===== src/rtl/upsizer_packer.sv =====
// upsizer_packer: packs RATIO consecutive narrow W beats into one wide FIFO word,
// honouring an unaligned start lane per burst and the FIFO full flag.
module upsizer_packer #(
   parameter int NARROW_WIDTH = 32,
   parameter int WIDE_WIDTH = 128,
   localparam int RATIO = WIDE_WIDTH / NARROW_WIDTH,
   localparam int LANE_W = $clog2(RATIO),
   localparam int NSTRB = NARROW_WIDTH / 8,
   localparam int WSTRB = WIDE_WIDTH / 8
) (
   input  logic                    clk,
   input  logic                    rst_n,
   input  logic                    cfg_valid_i,
   input  logic [LANE_W-1:0]       cfg_lane_i,
   input  logic [NARROW_WIDTH-1:0] s_wdata_i,
   input  logic [NSTRB-1:0]        s_wstrb_i,
   input  logic                    s_wlast_i,
   input  logic                    s_wvalid_i,
   output logic                    s_wready_o,
   output logic [WIDE_WIDTH-1:0]   fifo_wdata_o,
   output logic [WSTRB-1:0]        fifo_wstrb_o,
   output logic                    fifo_wlast_o,
   output logic                    fifo_wr_valid_o,
   input  logic                    fifo_full_i
);
   localparam logic [LANE_W-1:0] LAST_LANE = LANE_W'(RATIO - 1);
   typedef enum logic {IDLE, ACTIVE} state_t;
   state_t state;
   logic [LANE_W-1:0] lane;
   logic [WIDE_WIDTH-1:0] acc_data, nxt_data;
   logic [WSTRB-1:0] acc_strb, nxt_strb;
   logic out_valid, accept, complete, push;
   assign s_wready_o = (state == ACTIVE) & (!out_valid | !fifo_full_i);
   assign accept = s_wvalid_i & s_wready_o;
   assign complete = accept & (lane == LAST_LANE | s_wlast_i);
   assign push = out_valid & !fifo_full_i;
   assign fifo_wr_valid_o = out_valid;
   // accumulator with the current beat merged into its lane
   always_comb begin
      nxt_data = acc_data;
      nxt_strb = acc_strb;
      nxt_data[lane*NARROW_WIDTH +: NARROW_WIDTH] = s_wdata_i;
      nxt_strb[lane*NSTRB +: NSTRB] = s_wstrb_i;
   end
   always_ff @(posedge clk or negedge rst_n) begin
      if (!rst_n) begin
         state <= IDLE;
         lane <= '0;
         acc_data <= '0;
         acc_strb <= '0;
         out_valid <= 1'b0;
         fifo_wdata_o <= '0;
         fifo_wstrb_o <= '0;
         fifo_wlast_o <= 1'b0;
      end else begin
         if (state == IDLE && cfg_valid_i) begin
            state <= ACTIVE;
            lane <= cfg_lane_i;
         end
         if (accept && s_wlast_i)
            state <= IDLE;
         if (complete) begin
            fifo_wdata_o <= nxt_data;
            fifo_wstrb_o <= nxt_strb;
            fifo_wlast_o <= s_wlast_i;
            out_valid <= 1'b1;
            acc_data <= '0;
            acc_strb <= '0;
            lane <= '0;
         end else begin
            if (accept) begin
               acc_data <= nxt_data;
               acc_strb <= nxt_strb;
               lane <= lane + LANE_W'(1);
            end
            if (push)
               out_valid <= 1'b0;
         end
      end
   end
endmodule


===== config.mk =====
export PLATFORM = sky130hd
export DESIGN_NAME = upsizer_packer
export DESIGN_NICKNAME = d
export VERILOG_FILES = /design/src/rtl/upsizer_packer.sv
export SDC_FILE = /design/constraint.sdc
export NUM_CORES = 1
export LEC_CHECK = 0
export CAP_MARGIN = 10
export CELL_PAD_IN_SITES_DETAIL_PLACEMENT = 1
export CELL_PAD_IN_SITES_GLOBAL_PLACEMENT = 1
export CORE_MARGIN = 2
export CORE_UTILIZATION = 39
export CTS_CLUSTER_SIZE = 14
export DETAILED_ROUTE_END_ITERATION = 12
export PLACE_DENSITY = 0.88
export SLEW_MARGIN = 30
export SYNTH_ARGS = -nofsm -noshare
export SYNTH_HDL_FRONTEND = slang
export SYNTH_SLANG_ARGS = --single-unit

===== constraint.sdc =====
create_clock -name clk -period 1.9 [get_ports clk]
set_input_delay 0.38 -clock clk [delete_from_list [all_inputs] [get_ports clk]]
set_output_delay 0.38 -clock clk [all_outputs]
set_load 0.02 [all_outputs]

==> qor.yml <==
grt:
  met1_usage: 0.3662
  grtUsageMet2: 0.4427
  grt_util_all_layers: 0.2760
  busiest_layer: "met2"
  overflow: 0
  grt_max_degree: 52
  grt_antenna_before_repair: 2
  grt_pass1_wl_mm: 75.64
  grt_pass1_vias: 12300
  grt_use_met3: 0.05680
cts:
  clk_pin_slew_ps: 70
  clk_latency_ps: 570
  clk_path_buf_depth: 3
  numCtsBuffers: 31
  cts_root_buf: "clkbuf_16"
  cts.sinks: 293
  cts_tree: "yes"
  htree_levels: 1
power_and_ir_drop:
  p_per_area_nw_per_um2: 1418
  ir_worst_vdd_v: 0.0008335
  p_leak_nw: 7.421
  power_mw: 24.40
synthesis:
  syn_inst: 1156
  syn_area_um2: 12970
  ys.warnings.count: 0
  syn_nets: 1206
  synth_cell_types: 42
  async_flop_share: 1.000
  synth_top_flop_cell: "dfrtp_1"
  yosysSeqAreaShare: 0.5654
  synth-seq-cells: 293
  synth-edff-count: 0
  avgSynthCellArea_um2: 11.22
route:
  drt_iter0_drc: 1211
  ant_nets: 0
  routed_via_density: 6.355
  wl_per_cell_um: 27.90
  wl_mm: 50.74
  drc_errors: 0
  num_vias: 11560
  dr.pass1.iters: 5
floorplanning:
  dieWidth_um: 186.4
  start_util: 0.3976
  fp.dieH_um: 186.4
  die_area_um2: 34730
  io_pins: 191
  core_area_um2: 32620
  num_rows: 66
finish:
  fin_nets: 1404
  final_util: 0.5277
  multiInputGateArea_um2: 5154
  antenna-diode-count: 0
  final_layout_size_suffix_gt1_frac: 0.1569
  nFillCells: 3393
  seqCellArea_um2: 7335
  syn2layout_area_growth_pct: 32.72
setup_path:
  path_class: "register to register"
  ff2ff_path_depth: 7
  slowest_stage: "dfrtp_1"
  r2r-end: "fifo_wdata_o[74]$_DFFE_PN0P_"
  endpoint_kind: "register"
  regToRegSetupSlack_ps: -70
  worstPathMaxFanout: 6
  cp.arrival_ps: 2430
  critPathLaunch: "lane[1]$_DFFE_PN0P_"
  critPathCapture: "fifo_wdata_o[74]$_DFFE_PN0P_"
  cpPeakStageDelay_ps: 420
  startpoint_type: "register"
  crit_required_ps: 2360
  crit_path_cell_trace: "inv_2, ha_4, nor4b_4, buf_6, buf_12, nand3_2, a31oi_1"
  r2r_start: "lane[1]$_DFFE_PN0P_"
placement:
  globalplace.congestion: 0.8318
  dp_hpwl_mm: 31.30
  portBuffers: 190
timing:
  hold_viol_final: 0
  slew_headroom: 0.5258
  worst_pin_slew_ps: 709.1
  fin_crit_sh: 1.039
  finalSetupViolations: 21
  fin_hold_ws_ps: 334.6
  rsz0062_at_grt: "yes"
  finalMaxSlewViolations: 0
  fin_ws_ps: -74.17
  fmax_ghz: 0.5065
  finClkSkew_ps: 12.30
  layout_min_cycle_time_ps: 1974
worst_hold_path:
  hold_path.class: "input pin to asynchronous set/reset pin"
run_status:
  violations: "negative setup slack"
  status: "finished, violations left"
flow_run:
  maxCapViolCount: 0
synthesized netlist by cell type (2+ instances only):
library cell  instances  area, um2
o211ai_4              2      42.54
a22o_1               96      840.8
buf_2                49      245.2
a2111oi_0             2      17.52
ha_1                  6      75.07
buf_6                19      214.0
nand2_1               7      26.28
dfrtp_1             293       7332
a21oi_1             148      740.7
inv_1                13      48.80
nand2b_1             36      225.2
clkbuf_1             53      198.9
o21ai_1               2      10.01
a2bb2oi_1             2      17.52
o21ai_0              11      55.05
a22oi_1              21      157.7
o2bb2ai_1            38      332.8
o211ai_2              2      25.02
nor2_1                3      11.26
a31oi_1             162       1013
buf_4                 7      52.55
o32a_1               20      200.2
nor2b_1              63      394.1
nand3_1              38      190.2
nand3b_1              2      15.01
and4bb_1              2      25.02
and4_1                2      17.52
and3_1               20      125.1
a21o_1                9      67.56
a32o_1               11      110.1
mux2i_1               2      20.02
and2_1                5      31.28
flip-flops by register name, summed over array words and instances, names as in the netlist:
name	cells
acc_data	128
fifo_wdata_o	128
acc_strb	16
fifo_wstrb_o	16
lane	2
fifo_wlast_o	1
fifo_wr_valid_o	1
state	1
stage by stage:
stage / cell area (um2) / std cells / setup TNS [ps] / worst slack (ps)
detailed placement: 15840 / 1753 / -32970 / -290.3
global route: 17210 / 1819 / -3005 / -111.2
finish: 17210 / 1819 / -544.0 / -74.17
CTS: 16830 / 1810 / -18.31 / -15.46
global placement: 15840 / 1753 / -18200 / -181.1
floorplan: 12980 / 1156 / 0 / 0.4509
cell type report:
class                   instances  area share
clock inverters                 9     0.01025
flip-flops and latches        293      0.4261
repair buffers                293      0.1739
well taps                     442     0.03213
multi-input cells             721      0.2994
inverters                      14    0.003199
clock buffers                  47     0.05496
worst max-delay path, delay by kind of cell (launching register included):
| kind | cells | cell delay, ps |
|---|---|---|
| fa+ha+maj | 1 | 330 |
| buf+inv | 3 | 440 |
| compound gates | 1 | 280 |
| simple gates | 2 | 390 |
| flops | 1 | 420 |
how the worst min path moves through the flow:
| stage | slack [ps] | cells past startpoint | endpoint | startpoint |
|---|---|---|---|---|
| detailed placement | 350 | 1 | acc_data[86]$_DFFE_PN0P_ | rst_n |
| global route | 360 | 2 | acc_data[86]$_DFFE_PN0P_ | rst_n |
| finish | 330 | 2 | acc_data[86]$_DFFE_PN0P_ | rst_n |
| CTS | 350 | 2 | acc_data[123]$_DFFE_PN0P_ | rst_n |
| floorplan | 80 | 0 | acc_data[0]$_DFFE_PN0P_ | rst_n |
| global placement | 340 | 1 | acc_data[86]$_DFFE_PN0P_ | rst_n |
kinds of logic (layout without fill, tap and decap cells):
group	after synthesis	after routing	share of synthesized area
flops	293	293	0.5654
buf+inv	142	363	0.05885
compound gates	527	527	0.2805
fa+ha+maj	6	6	0.005789
simple gates	186	186	0.08799
mux	2	2	0.001544
layer usage:
| layer | part of all wire | wire, um | vias to the layer above |
|---|---|---|---|
| met3 | 0.079 | 4021 | 147 |
| met4 | 0.043 | 2182 | 0 |
| met5 | 0 | 0 | - |
| li1 | - | - | 4805 |
| met2 | 0.47 | 23920 | 581 |
| met1 | 0.41 | 20620 | 6027 |
placed cells by master, fill, tap and decap left out, types with 5 or more instances in the layout:
master	n
a21o_1	9
a21oi_1	148
a22o_1	96
a22oi_1	20
a31oi_1	161
a32o_1	11
and3_1	20
buf_12	31
buf_4	59
buf_6	7
bufinv_16	5
clkbuf_1	5
clkbuf_16	34
clkbuf_8	11
clkdlybuf4s50_1	42
dfrtp_1	291
dlygate4sd2_1	143
inv_1	11
nand2_1	6
nand2b_1	36
nand3_1	18
nand3_2	17
nor2b_1	62
o21ai_0	11
o2bb2ai_1	25
o2bb2ai_2	13
o32a_1	20
where the power goes:
group / leakage [nW] / internal (mW) / switching [mW]
clock network: 0.550 / 4.09 / 2.62
logic: 3.10 / 3.39 / 5.53
registers: 3.77 / 7.68 / 1.09
timing repair:
item	4_1_cts	5_1_grt
setup buffers	0	4
pin swaps	0	28
endpoints found under the setup margin	193	109
gates cloned	0	5
resized for setup	156	55
hold buffers	1	0
endpoints found under the hold margin	40	0
Power figures use the tool's default switching activity.
